--- src/rtl/cpu_health_monitor.sv ---
`default_nettype none
// ============================================================================
// Module   : cpu_health_monitor
// Purpose  : Heartbeat watchdog for two CPUs sharing the memory/switch board.
//            Snoops both CPU write buses for heartbeat writes. One FSM per CPU
//            (INIT / ALIVE / SUSPECT / FAILED) declares a CPU failed after it
//            misses its first-heartbeat window or too many consecutive
//            heartbeat windows. FAILED is sticky. A healthy CPU can clear
//            its peer's failure by writing a keyed command word.
// Ports    : clk, rst                       - clock, synchronous active-high reset
//            A_addr/A_write_data/A_we       - CPU A write bus (snooped)
//            B_addr/B_write_data/B_we       - CPU B write bus (snooped)
//            CPUA_fail/CPUB_fail            - sticky failure flags (registered)
//            A_state/B_state                - FSM state: 00 INIT, 01 ALIVE,
//                                             10 SUSPECT, 11 FAILED
// Options  : HB_SEQ_CHECK_EN - when defined, heartbeat data is a sequence
//            number that must increment by one per heartbeat. A wrong value
//            fails the CPU immediately.
// Revision : 1.0 - initial release
// ============================================================================
module cpu_health_monitor #(
    parameter logic [23:0] TIMEOUT       = 24'd50000,
    parameter logic [23:0] INIT_TIMEOUT  = 24'd500000,
    parameter int unsigned SUSPECT_LIMIT = 2
) (
    input  logic        clk,
    input  logic        rst,
    input  logic [21:0] A_addr,
    input  logic [31:0] A_write_data,
    input  logic        A_we,
    input  logic [21:0] B_addr,
    input  logic [31:0] B_write_data,
    input  logic        B_we,
    output logic        CPUA_fail,
    output logic        CPUB_fail,
    output logic [1:0]  A_state,
    output logic [1:0]  B_state
);

    // ------------------------------------------------------------------
    // Constants
    // ------------------------------------------------------------------
    localparam logic [21:0] c_HB_ADDR_A  = 22'h2401;
    localparam logic [21:0] c_HB_ADDR_B  = 22'h2402;
    localparam logic [21:0] c_CLR_ADDR   = 22'h2403;
    localparam logic [23:0] c_CLR_KEY    = 24'hC1EA00;
    localparam logic [4:0]  c_LIMIT      = 5'(SUSPECT_LIMIT);
    localparam logic [23:0] c_INIT_LAST  = INIT_TIMEOUT - 24'd1;
    localparam logic [23:0] c_WIN_LAST   = TIMEOUT - 24'd1;

    typedef enum logic [1:0] {
        ST_INIT    = 2'b00,
        ST_ALIVE   = 2'b01,
        ST_SUSPECT = 2'b10,
        ST_FAILED  = 2'b11
    } state_t;

    // ------------------------------------------------------------------
    // Per-CPU state. Index 0 is CPU A, index 1 is CPU B.
    // ------------------------------------------------------------------
    state_t      r_state [2];
    logic [23:0] r_cnt   [2];
    logic [3:0]  r_miss  [2];
    logic [1:0]  r_fail;

    logic [1:0]  w_hb;        // heartbeat write seen on the CPU's own bus
    logic [1:0]  w_cmd;       // keyed clear command issued by this CPU
    logic [1:0]  w_clr;       // accepted clear targeting this CPU
    logic [1:0]  w_tc_init;   // last cycle of the first-heartbeat window
    logic [1:0]  w_tc_win;    // last cycle of a heartbeat window
    logic [1:0]  w_seq_ok;    // heartbeat data acceptable

`ifdef HB_SEQ_CHECK_EN
    logic [31:0] r_exp  [2];
    logic [31:0] w_data [2];
`else
    // Low command bits not used as target selectors, and heartbeat data,
    // carry no meaning when sequence checking is off.
    logic w_unused;
    assign w_unused = ^{A_write_data[7:2], A_write_data[0],
                        B_write_data[7:2], B_write_data[1]};
`endif

    // ------------------------------------------------------------------
    // Bus decode
    // ------------------------------------------------------------------
    always_comb begin
        w_hb[0]  = A_we && (A_addr == c_HB_ADDR_A);
        w_hb[1]  = B_we && (B_addr == c_HB_ADDR_B);
        w_cmd[0] = A_we && (A_addr == c_CLR_ADDR) && (A_write_data[31:8] == c_CLR_KEY);
        w_cmd[1] = B_we && (B_addr == c_CLR_ADDR) && (B_write_data[31:8] == c_CLR_KEY);

        // A clear is honoured only when the issuer is itself healthy (not
        // FAILED) and only for the peer; the self-target bit is ignored.
        // It has an effect only on a FAILED target, so two simultaneous
        // clears between healthy CPUs do nothing.
        w_clr[0] = w_cmd[1] && B_write_data[0]
                   && (r_state[1] != ST_FAILED) && (r_state[0] == ST_FAILED);
        w_clr[1] = w_cmd[0] && A_write_data[1]
                   && (r_state[0] != ST_FAILED) && (r_state[1] == ST_FAILED);

        for (int i = 0; i < 2; i++) begin
            w_tc_init[i] = (r_cnt[i] == c_INIT_LAST);
            w_tc_win[i]  = (r_cnt[i] == c_WIN_LAST);
        end

`ifdef HB_SEQ_CHECK_EN
        w_data[0] = A_write_data;
        w_data[1] = B_write_data;
        for (int i = 0; i < 2; i++) begin
            w_seq_ok[i] = (w_data[i] == r_exp[i]);
        end
`else
        w_seq_ok = 2'b11;
`endif
    end

    // ------------------------------------------------------------------
    // Per-CPU FSM, window counter and miss counter
    // ------------------------------------------------------------------
    always_ff @(posedge clk) begin
        if (rst) begin
            for (int i = 0; i < 2; i++) begin
                r_state[i] <= ST_INIT;
                r_cnt[i]   <= '0;
                r_miss[i]  <= '0;
                r_fail[i]  <= 1'b0;
`ifdef HB_SEQ_CHECK_EN
                r_exp[i]   <= '0;
`endif
            end
        end else begin
            for (int i = 0; i < 2; i++) begin
                // Failure flag lags the state register by one cycle.
                r_fail[i] <= (r_state[i] == ST_FAILED);

                unique case (r_state[i])
                    ST_INIT: begin
                        if (w_hb[i]) begin
                            // First heartbeat is never checked; it seeds
                            // the sequence.
                            r_state[i] <= ST_ALIVE;
                            r_cnt[i]   <= '0;
`ifdef HB_SEQ_CHECK_EN
                            r_exp[i]   <= w_data[i] + 32'd1;
`endif
                        end else if (w_tc_init[i]) begin
                            r_state[i] <= ST_FAILED;
                            r_cnt[i]   <= '0;
                        end else begin
                            r_cnt[i]   <= r_cnt[i] + 24'd1;
                        end
                    end

                    ST_ALIVE: begin
                        if (w_hb[i]) begin
                            r_cnt[i] <= '0;
                            if (w_seq_ok[i]) begin
`ifdef HB_SEQ_CHECK_EN
                                r_exp[i] <= r_exp[i] + 32'd1;
`endif
                            end else begin
                                r_state[i] <= ST_FAILED;
                            end
                        end else if (w_tc_win[i]) begin
                            r_cnt[i]  <= '0;
                            r_miss[i] <= 4'd1;
                            r_state[i] <= (c_LIMIT <= 5'd1) ? ST_FAILED : ST_SUSPECT;
                        end else begin
                            r_cnt[i] <= r_cnt[i] + 24'd1;
                        end
                    end

                    ST_SUSPECT: begin
                        if (w_hb[i]) begin
                            r_cnt[i] <= '0;
                            if (w_seq_ok[i]) begin
                                r_state[i] <= ST_ALIVE;
                                r_miss[i]  <= '0;
`ifdef HB_SEQ_CHECK_EN
                                r_exp[i]   <= r_exp[i] + 32'd1;
`endif
                            end else begin
                                r_state[i] <= ST_FAILED;
                            end
                        end else if (w_tc_win[i]) begin
                            // Each missed window restarts the counter so the
                            // next window is measured from here.
                            r_cnt[i]  <= '0;
                            r_miss[i] <= r_miss[i] + 4'd1;
                            if (({1'b0, r_miss[i]} + 5'd1) >= c_LIMIT) begin
                                r_state[i] <= ST_FAILED;
                            end
                        end else begin
                            r_cnt[i] <= r_cnt[i] + 24'd1;
                        end
                    end

                    ST_FAILED: begin
                        // Heartbeats are ignored and the counter is frozen;
                        // only a peer clear (or rst) leaves this state.
                        if (w_clr[i]) begin
                            r_state[i] <= ST_INIT;
                            r_cnt[i]   <= '0;
                            r_miss[i]  <= '0;
`ifdef HB_SEQ_CHECK_EN
                            r_exp[i]   <= '0;
`endif
                        end
                    end

                    default: begin
                        r_state[i] <= ST_FAILED;
                    end
                endcase
            end
        end
    end

    // ------------------------------------------------------------------
    // Outputs
    // ------------------------------------------------------------------
    assign A_state   = r_state[0];
    assign B_state   = r_state[1];
    assign CPUA_fail = r_fail[0];
    assign CPUB_fail = r_fail[1];

endmodule
`default_nettype wire

--- config.mk ---
export PLATFORM = sky130hd
export DESIGN_NAME = cpu_health_monitor
export DESIGN_NICKNAME = d
export VERILOG_FILES = /design/src/rtl/cpu_health_monitor.sv
export SDC_FILE = /design/constraint.sdc
export NUM_CORES = 1
export LEC_CHECK = 0
export BUFFER_PORTS_ARGS = -buffer_cell sky130_fd_sc_hd__buf_4
export CORE_MARGIN = 5
export CORE_UTILIZATION = 52
export DETAILED_ROUTE_END_ITERATION = 10
export PLACE_DENSITY = 0.81
export SLEW_MARGIN = 40
export SYNTH_ARGS = -nofsm -noshare
export SYNTH_HDL_FRONTEND = slang
export SYNTH_SLANG_ARGS = --single-unit
export TNS_END_PERCENT = 5
--- constraint.sdc ---
create_clock -name clk -period 3.55 [get_ports clk]
set_clock_uncertainty 0.05 [all_clocks]
set_input_delay 0.355 -clock clk [delete_from_list [all_inputs] [get_ports clk]]
set_output_delay 0.355 -clock clk [all_outputs]
set_load 0.005 [all_outputs]
==> flow_metrics.env, run 1 <==
export IMPL_hold_depth=2
export IMPL_r2r_end="r_cnt[1][6]$_SDFFCE_PP0P_"
export IMPL_final_antenna_net_count=0
export IMPL_period_needed_ns=2.833
export IMPL_drt_pass1_iterations=5
export IMPL_status="complete, no violations"
export IMPL_vdd_drop_max_uv=205.4
export IMPL_synth_most_common_cell="nor2_1"
export IMPL_hold_path_end="r_fail[1]$_SDFF_PP0_"
export IMPL_yosysSeqAreaShare=0.4688
export IMPL_hold_buffers=0
export IMPL_die_area_mm2=0.009393
export IMPL_vias=3441
export IMPL_r2r_cells=6
export IMPL_path_cells="or4b_1 > nor4_1 > o211a_1 > nand2_1 > o2111ai_2 > buf_4"
export IMPL_ys_types=56
export IMPL_grt_max_degree=25
export IMPL_final_hold_viol_count=0
export IMPL_finish_instance_area_mm2=0.004992
export IMPL_vias_per_cell=5.632
export IMPL_setup_viol=0
export IMPL_maxCapViolCount=0
export IMPL_reg2reg_from="r_cnt[1][17]$_SDFFCE_PP0P_"
export IMPL_clk_path_buf_depth=2
export IMPL_max_freq_ghz=0.3530
export IMPL_synthesis_area_mm2=0.003929
export IMPL_syn2layout_area_growth_pct=27.07
export IMPL_worstMarginPinSlew_ns=0.7525
export IMPL_tritoncts="done"
export IMPL_hpwl_um=6998
export IMPL_synth_commonest_cells="77 x nor2_1, 60 x edfxtp_1, 30 x xnor2_1, 27 x nand2_1"
export IMPL_setup_tns_ns=0
export IMPL_cts_resized=0
export IMPL_grt_usage=0.1982
export IMPL_cts_sinks=62
export IMPL_yosysTopAreaCell="edfxtp_1"
export IMPL_p_leak_nw=1.913
export IMPL_powerDensity_mw_per_mm2=341.2
export IMPL_final_period_utilization=0.7981
export IMPL_antenna_found_initial=0
export IMPL_numCtsBuffers=9
export IMPL_synth_area_per_cell_um2=9.896
export IMPL_grt_pass1_wl_um=15480
export IMPL_synthFlopType="edfxtp_1"
export IMPL_path_class="reg2reg"
export IMPL_io_buffers=103
export IMPL_insertion_delay_ns=0.34
export IMPL_arrival_ns=2.80
export IMPL_antenna_cells=0
export IMPL_first_iter_violations=124
export IMPL_synth_nets=515
export IMPL_r2r_slack_ns=0.72
export IMPL_core_area_mm2=0.007292
export IMPL_critPathLaunchType="register"
export IMPL_synth_seq_cells=62
export IMPL_syn_inst=397
export IMPL_h_tree_depth=3
export IMPL_grt_pass1_vias=3384
export IMPL_drive_gt1_frac=0.2441
export IMPL_cp_max_fo=24
export IMPL_drv_slew=0
export IMPL_synth_edf_count=60
export IMPL_drcViolationCount=0
export IMPL_synth_area_leaders="edfxtp_1 46%, nor2_1 7.4%, xnor2_1 6.7%, xor2_1 4.5%, nand4_1 3.2%"
export IMPL_dieWidth_um=96.92
export IMPL_max_stage_delay_ns=0.58
export IMPL_nNetsFinal=625
export IMPL_slowest_stage="or4b_1"
export IMPL_start_util=0.5388
export IMPL_synth_top_cell_area_share=0.4586
export IMPL_power_mw=1.704
export IMPL_yosysWarnings=0
export IMPL_wl_per_cell_um=15.19
export IMPL_grt_ovfl_total=0
export IMPL_end_kind="register"
export IMPL_postCtsSetupRepairBufs=0
export IMPL_wl_um=9281
export IMPL_cts_root_buffer="clkbuf_8"
export IMPL_async_reset_ff_frac=0
export IMPL_clk_pin_slew_ns=0.07
export IMPL_rsz0062_at_grt="false"
export IMPL_whs_ns=0.3010
export IMPL_hp_class="in2reg"
export IMPL_placed_cell_area_mm2=0.004812
export IMPL_dieHeight_um=96.92
export IMPL_io_pin_count=118
export IMPL_gp_congestion=0.8368
export IMPL_worstPathRequired_ns=3.51
export IMPL_slew_headroom=0.4984
export IMPL_placementRows=31
export IMPL_hold_start="rst"
-- area by class of cell --
class / count / area (um^2)
Clock inverter: 6 / 52.55
Fill cell: 570 / 2300
Clock buffer: 10 / 127.6
Timing Repair Buffer: 106 / 795.8
Tap cell: 99 / 123.9
Multi-Input combinational cell: 317 / 2009
Inverter: 11 / 41.29
Sequential cell: 62 / 1842
-- routing by layer --
metal / vias up / part of all wire / track usage
met1: 1599 / 0.44 / 0.2470
met2: 119 / 0.48 / 0.3286
met4: 0 / 0.014 / 0.07127
met5: - / 0 / 0
li1: 1709 / - / -
met3: 14 / 0.069 / 0.05540
-- kinds of logic after synthesis --
logic type,after synthesis,share of synthesized area
buffers and inverters,18,0.02133
DFF,62,0.4688
and+or+nand+nor,227,0.3140
xor gates and xnor gates,50,0.1115
adders and majority gates,6,0.01911
AOI/OAI and AO/OA,32,0.06019
muxes,2,0.005096
-- worst max path at each step --
stage                     cells past startpoint                       start                          to
after floorplan                               6                   B_addr[7]   r_cnt[1][0]$_SDFFCE_PP0P_
after global placement                        5  r_cnt[1][17]$_SDFFCE_PP0P_  r_cnt[1][18]$_SDFFCE_PP0P_
after detailed placement                      5  r_cnt[1][17]$_SDFFCE_PP0P_  r_cnt[1][15]$_SDFFCE_PP0P_
after CTS                                     6  r_cnt[1][17]$_SDFFCE_PP0P_   r_cnt[1][7]$_SDFFCE_PP0P_
after global routing                          6   r_cnt[0][7]$_SDFFCE_PP0P_  r_cnt[0][15]$_SDFFCE_PP0P_
final                                         6  r_cnt[1][17]$_SDFFCE_PP0P_   r_cnt[1][6]$_SDFFCE_PP0P_
-- through the flow --
step | util | instances | setup WS (ns)
2_1_floorplan | - | 397 | 0.4824
3_3_place_gp | 0.6599 | 595 | 0.8756
3_5_place_dp | 0.6599 | 595 | 0.8058
4_1_cts | 0.6846 | 611 | 0.7857
5_1_grt | 0.6846 | 611 | 0.6018
6_report | 0.6846 | 611 | 0.7169
-- sequential cells by signal, indices dropped and copies added (netlist names) --
register	cells
r_fail	2
r_miss	8
r_state	4
r_cnt	48
-- power breakdown --
part	switching (mW)	total, mW	leakage, nW	internal [mW]
logic	0.0804	0.203	1.13	0.122
registers	0.0534	0.904	0.688	0.850
clock network	0.281	0.597	0.0949	0.316
total	0.415	1.70	1.91	1.29
-- worst max-delay path: cells and delay by family, from the launching register on --
| family | cells | cell delay [ns] |
|---|---|---|
| simple gates | 3 | 1.25 |
| flops | 1 | 0.46 |
| compound gates | 2 | 0.41 |
| buf+inv | 1 | 0.34 |
-- cells in the final DEF (no fill, tap or decap), types with 8 or more instances in the layout --
master    instances
buf_4           106
nand3_1          15
xor2_1           20
edfxtp_1         60
nand4_1          20
nor2_1           77
xnor2_1          30
nand2_1          27
nor4b_1          10
o21ai_0           8
clkbuf_8          9
and3_1           12
nor3_1           12
inv_1            10
nor4_1           11
No activity file was read; power rests on OpenSTA's default activity.
==> run 2, diff against run 1 <==
--- a/config.mk
+++ b/config.mk
@@ -7,9 +7,9 @@
 export LEC_CHECK = 0
 export BUFFER_PORTS_ARGS = -buffer_cell sky130_fd_sc_hd__buf_4
 export CORE_MARGIN = 5
-export CORE_UTILIZATION = 52
+export CORE_UTILIZATION = 47
 export DETAILED_ROUTE_END_ITERATION = 10
-export PLACE_DENSITY = 0.81
+export PLACE_DENSITY = 0.77
 export SLEW_MARGIN = 40
 export SYNTH_ARGS = -nofsm -noshare
 export SYNTH_HDL_FRONTEND = slang
==> constraint.sdc (replaced) <==
create_clock -name clk -period 2.43 [get_ports clk]
set_clock_uncertainty 0.05 [all_clocks]
set_input_delay 0.243 -clock clk [delete_from_list [all_inputs] [get_ports clk]]
set_output_delay 0.243 -clock clk [all_outputs]
set_load 0.005 [all_outputs]
==> run 2 against run 1 <==
Global-route usage decreased by 0.49 points. Clock power increased by 48%. Combinational power increased by 81%. First-iteration DRC count increased to 2.6 times the previous value. Utilization decreased by 3.1 points. Critical path depth increased by 1.
==> flow_metrics.env, run 2 (synthesized netlist as in run 1, its figures left out) <==
export IMPL_status="complete, no violations"
export IMPL_placementRows=33
export IMPL_insertion_delay_ns=0.34
export IMPL_grt_usage=0.1933
export IMPL_numCtsBuffers=9
export IMPL_largest_reg_flops=48
export IMPL_top_register="r_cnt"
export IMPL_reg2reg_from="r_cnt[1][17]$_SDFFCE_PP0P_"
export IMPL_cts_root_buffer="clkbuf_8"
export IMPL_fillers=626
export IMPL_p_int_mw=1.934
export IMPL_final_antenna_net_count=0
export IMPL_arrival_ns=2.46
export IMPL_crit_family="simple AND/OR/NAND/NOR gates"
export IMPL_clkPwrFrac=0.346
export IMPL_max_freq_ghz=0.4142
export IMPL_hold_buffers=0
export IMPL_hold_start="rst"
export IMPL_whs_ns=0.1648
export IMPL_worstMarginPinSlew_ns=0.5745
export IMPL_rsz0062_at_grt="true"
export IMPL_layout_common_cells="129 x buf_4, 77 x nor2_1, 60 x edfxtp_1"
export IMPL_path_cells="or4b_4 > nor4_1 > o211a_1 > o21ai_0 > o21ai_0 > o2111ai_4 > buf_12"
export IMPL_wl_met1_um=4132
export IMPL_antenna_cells=0
export IMPL_route_met2_wl_um=5256
export IMPL_grt_max_degree=25
export IMPL_hp_class="in2reg"
export IMPL_r2r_cells=7
export IMPL_nNetsFinal=654
export IMPL_swShare=0.2437
export IMPL_clk_pin_slew_ns=0.08
export IMPL_syn2layout_area_growth_pct=36.02
export IMPL_cts_sinks=62
export IMPL_final_hold_viol_count=0
export IMPL_dieHeight_um=101.4
export IMPL_place_ws_ns=-0.006966
export IMPL_reg_top3="r_cnt x48, r_miss x8, r_state x4"
export IMPL_drv_slew=0
export IMPL_post_route_util=0.6537
export IMPL_vias_per_cell=5.624
export IMPL_cp_max_fo=15
export IMPL_core_area_mm2=0.008175
export IMPL_slew_headroom=0.6141
export IMPL_layout_commonest_cell="buf_4"
export IMPL_critPathMostFrequentCell="o21ai_0"
export IMPL_combPwrFrac=0.144
export IMPL_max_stage_delay_ns=0.54
export IMPL_wl_um=10240
export IMPL_io_pin_count=118
export IMPL_postCtsSetupRepairBufs=0
export IMPL_maxUsedRoutingLayer="met4"
export IMPL_cp_depth=7
export IMPL_grt_pass1_wl_um=16040
export IMPL_hpwl_um=7818
export IMPL_period_needed_ns=2.414
export IMPL_finish_instance_area_mm2=0.005344
export IMPL_grt_pass1_vias=3589
export IMPL_setup_viol=0
export IMPL_powerDensity_mw_per_mm2=478.5
export IMPL_cp_endpoint="r_cnt[1][22]$_SDFFCE_PP0P_"
export IMPL_grt_ovfl_total=0
export IMPL_dieWidth_um=101.4
export IMPL_critical_path_buf_inv_count=1
export IMPL_drt_pass1_iterations=6
export IMPL_r2r_slack_ns=0.02
export IMPL_gp_congestion=0.9384
export IMPL_wl_met3_um=677
export IMPL_r2r_end="r_cnt[1][22]$_SDFFCE_PP0P_"
export IMPL_clk_path_buf_depth=2
export IMPL_h_tree_depth=3
export IMPL_die_area_mm2=0.01029
export IMPL_slowest_stage="or4b_4"
export IMPL_drcViolationCount=0
export IMPL_path_class="reg2reg"
export IMPL_final_period_utilization=0.9935
export IMPL_setup_slack_ns=0.01567
export IMPL_wl_per_cell_um=15.85
export IMPL_antenna_found_initial=0
export IMPL_seqPwrFrac=0.511
export IMPL_vias=3633
export IMPL_drive_gt1_frac=0.3013
export IMPL_maxCapViolCount=0
export IMPL_placed_cell_area_mm2=0.005111
export IMPL_p_switching_mw=0.6232
export IMPL_worstPathRequired_ns=2.48
export IMPL_first_iter_violations=325
export IMPL_cp_startpoint="r_cnt[1][17]$_SDFFCE_PP0P_"
export IMPL_io_buffers=103
export IMPL_vdd_drop_max_uv=244.3
export IMPL_start_util=0.4806
export IMPL_tritoncts="done"
export IMPL_critPathLaunchType="register"
export IMPL_setup_tns_ns=0
export IMPL_end_kind="register"
export IMPL_p_leak_nw=2.094
-- run 2: power by group through the flow --
stage | clock network (mW) | registers [mW] | logic, mW
final | 0.884 | 1.31 | 0.367
after global routing | 0.941 | 1.31 | 0.403
after CTS | 0.891 | 1.30 | 0.365
after detailed placement | 0 | 1.32 | 0.363
after global placement | 0 | 1.32 | 0.353
after floorplan | 0 | 1.32 | 0.151
-- run 2: worst min path at each step --
stage / to / slack (ns) / cells past startpoint
6_report: r_fail[1]$_SDFF_PP0_ / 0.16 / 3
4_1_cts: r_fail[1]$_SDFF_PP0_ / 0.17 / 3
3_5_place_dp: r_cnt[0][0]$_SDFFCE_PP0P_ / 0.53 / 1
3_3_place_gp: r_cnt[0][0]$_SDFFCE_PP0P_ / 0.52 / 1
2_1_floorplan: r_fail[1]$_SDFF_PP0_ / 0.29 / 1
5_1_grt: r_fail[1]$_SDFF_PP0_ / 0.17 / 3
-- run 2: per-stage QoR --
step                power (mW)  std cells
global route             2.657        646
CTS                      2.558        646
global placement         1.673        630
finish                   2.557        646
detailed placement       1.687        630
floorplan                1.471        397
-- run 2: what timing repair did --
action | 4_1_cts | 5_1_grt
gates cloned | 0 | 0
pin swaps | 1 | 5
resized for setup | 0 | 11
setup endpoints to repair | 19 | 86
-- run 2: layer usage --
layer	up-vias	GRT usage
met5	-	0
met4	0	0.07362
met3	14	0.03030
met2	141	0.3350
met1	1710	0.2423
li1	1768	-
-- run 2: tightest hold or removal path, stage by stage --
cell,delay [ns]
buf_4,0.10
nor3_2,0.04
buf_4,0.13
-- run 2: cell type report --
type                            instances  area [um^2]  share of cell area
Multi-Input combinational cell        317         2067              0.3868
Sequential cell                        62         1842              0.3447
Timing Repair Buffer                  135         1080              0.2021
Clock buffer                           12        135.1             0.02529
Tap cell                              105        131.4             0.02458
Clock inverter                          4        47.55            0.008897
Inverter                               11        41.29            0.007727
==> run 3, diff against run 2 <==
--- a/config.mk
+++ b/config.mk
@@ -9,7 +9,8 @@
 export CORE_MARGIN = 5
 export CORE_UTILIZATION = 47
 export DETAILED_ROUTE_END_ITERATION = 10
-export PLACE_DENSITY = 0.77
+export PLACE_DENSITY_LB_ADDON = 0.12
+export SETUP_SLACK_MARGIN = 0.4
 export SLEW_MARGIN = 40
 export SYNTH_ARGS = -nofsm -noshare
 export SYNTH_HDL_FRONTEND = slang
==> run 3 against run 2 <==
Fmax rose by 3.7%. Largest cell class unchanged. Largest power group unchanged. Die area unchanged. Cell count increased by 0.46%.
==> flow_metrics.env, run 3 (synthesized netlist as in run 1, its figures left out) <==
export IMPL_status="complete, no violations"
export IMPL_place_ws_ns=-0.01306
export IMPL_drcViolationCount=0
export IMPL_cp_startpoint="r_cnt[1][18]$_SDFFCE_PP0P_"
export IMPL_io_pin_count=118
export IMPL_start_util=0.4806
export IMPL_first_iter_violations=148
export IMPL_placementRows=33
export IMPL_grt_max_degree=25
export IMPL_end_kind="register"
export IMPL_setup_viol=0
export IMPL_reg_top3="r_cnt x48, r_miss x8, r_state x4"
export IMPL_grt_usage=0.1891
export IMPL_io_buffers=103
export IMPL_hp_class="in2reg"
export IMPL_post_route_util=0.6665
export IMPL_final_antenna_net_count=0
export IMPL_cp_endpoint="r_state[1][0]$_DFFE_PP_"
export IMPL_grt_pass1_wl_um=15500
export IMPL_final_period_utilization=0.9578
export IMPL_max_freq_ghz=0.4297
export IMPL_reg2reg_from="r_cnt[1][18]$_SDFFCE_PP0P_"
export IMPL_insertion_delay_ns=0.35
export IMPL_drv_slew=0
export IMPL_top_register="r_cnt"
export IMPL_r2r_cells=6
export IMPL_tritoncts="done"
export IMPL_p_leak_nw=2.114
export IMPL_vdd_drop_max_uv=346.6
export IMPL_dieHeight_um=101.4
export IMPL_setup_tns_ns=0
export IMPL_drive_gt1_frac=0.3309
export IMPL_cts_sinks=62
export IMPL_rsz0062_at_grt="true"
export IMPL_gp_congestion=0.8121
export IMPL_vias_per_cell=5.445
export IMPL_cp_max_fo=3
export IMPL_antenna_found_initial=0
export IMPL_critPathLaunchType="register"
export IMPL_core_area_mm2=0.008175
export IMPL_period_needed_ns=2.327
export IMPL_worstMarginPinSlew_ns=0.6246
export IMPL_slew_headroom=0.5804
export IMPL_largest_reg_flops=48
export IMPL_antenna_cells=0
export IMPL_multiInputGateArea_mm2=0.002132
export IMPL_clk_path_buf_depth=2
export IMPL_grt_pass1_vias=3417
export IMPL_maxCapViolCount=0
export IMPL_dieWidth_um=101.4
export IMPL_r2r_slack_ns=0.10
export IMPL_setup_slack_ns=0.1027
export IMPL_layout_commonest_cell="buf_4"
export IMPL_syn2layout_area_growth_pct=38.69
export IMPL_numCtsBuffers=9
export IMPL_h_tree_depth=3
export IMPL_layout_common_cells="133 x buf_4, 75 x nor2_1, 60 x edfxtp_1"
export IMPL_hpwl_um=7306
export IMPL_worstPathRequired_ns=2.44
export IMPL_regArea_mm2=0.001842
export IMPL_cts_root_buffer="clkbuf_8"
export IMPL_final_hold_viol_count=0
export IMPL_wl_um=9649
export IMPL_powerDensity_mw_per_mm2=490.3
export IMPL_hold_buffers=0
export IMPL_vias=3534
export IMPL_arrival_ns=2.34
export IMPL_grt_ovfl_total=0
export IMPL_die_area_mm2=0.01029
export IMPL_r2r_end="r_state[1][0]$_DFFE_PP_"
export IMPL_clk_pin_slew_ns=0.07
export IMPL_path_class="reg2reg"
export IMPL_fillers=673
export IMPL_wl_per_cell_um=14.87
export IMPL_drt_pass1_iterations=4
export IMPL_nNetsFinal=657
[run 3: cell count changes in the layout (fill, tap and decap cells not counted), sizes merged]
cell / previous run / this run
buf: 135 / 138
clkbuf: 12 / 9
clkinv: 2 / 4
bufinv: 1 / 2
[run 3: critical path, cell delays in order, from the launching register on]
cell and delay [ns]:
edfxtp_1 0.40, or4b_4 0.56, or4_4 0.45, mux2i_1 0.14
a41oi_1 0.13, o22a_1 0.22, nand2_1 0.10
[run 3: timing repair]
action,4_1_cts,5_1_grt
setup endpoints to repair,120,120
resized for setup,4,21
pin swaps,2,3
buffers inserted,1,3
[run 3: layer usage]
metal / GRT usage / routed length [um] / up-vias
met3: 0.04614 / 527 / 10
met2: 0.3134 / 4767 / 79
met5: 0 / 0 / -
met4: 0.05521 / 104 / 0
met1: 0.2462 / 4250 / 1667
li1: - / - / 1778
[run 3: final cells by class]
| type | count | share of cell area |
|---|---|---|
| clock buffer | 9 | 0.02273 |
| clock inverter | 7 | 0.01630 |
| inverter | 11 | 0.007577 |
| multi-input combinational | 317 | 0.3913 |
| sequential | 62 | 0.3380 |
| tap | 105 | 0.02411 |
| timing repair buffer | 138 | 0.2000 |
[run 3: worst min-delay path by stage]
stage	startpoint	endpoint	slack, ns	cells after the start
floorplan	rst	r_fail[1]$_SDFF_PP0_	0.29	1
global route	rst	r_fail[1]$_SDFF_PP0_	0.17	3
detailed placement	r_cnt[0][0]$_SDFFCE_PP0P_	r_cnt[0][0]$_SDFFCE_PP0P_	0.53	1
finish	rst	r_fail[1]$_SDFF_PP0_	0.17	3
global placement	r_cnt[0][0]$_SDFFCE_PP0P_	r_cnt[0][0]$_SDFFCE_PP0P_	0.53	1
CTS	rst	r_fail[1]$_SDFF_PP0_	0.16	3
[run 3: power breakdown]
part	internal, mW	total, mW	switching [mW]
clock network	0.570	0.999	0.428
registers	1.24	1.30	0.0636
logic	0.222	0.369	0.146
total	2.03	2.67	0.638
[run 3: through the flow]
step                cells  cell area [um^2]  total power, mW  hold slack, ns
floorplan             397              3956            1.473          0.2856
global placement      629              5100            1.675          0.5271
detailed placement    629              5100            1.683          0.5304
CTS                   646              5334            2.680          0.1593
global route          649              5449            2.784          0.1662
finish                649              5449            2.672          0.1736
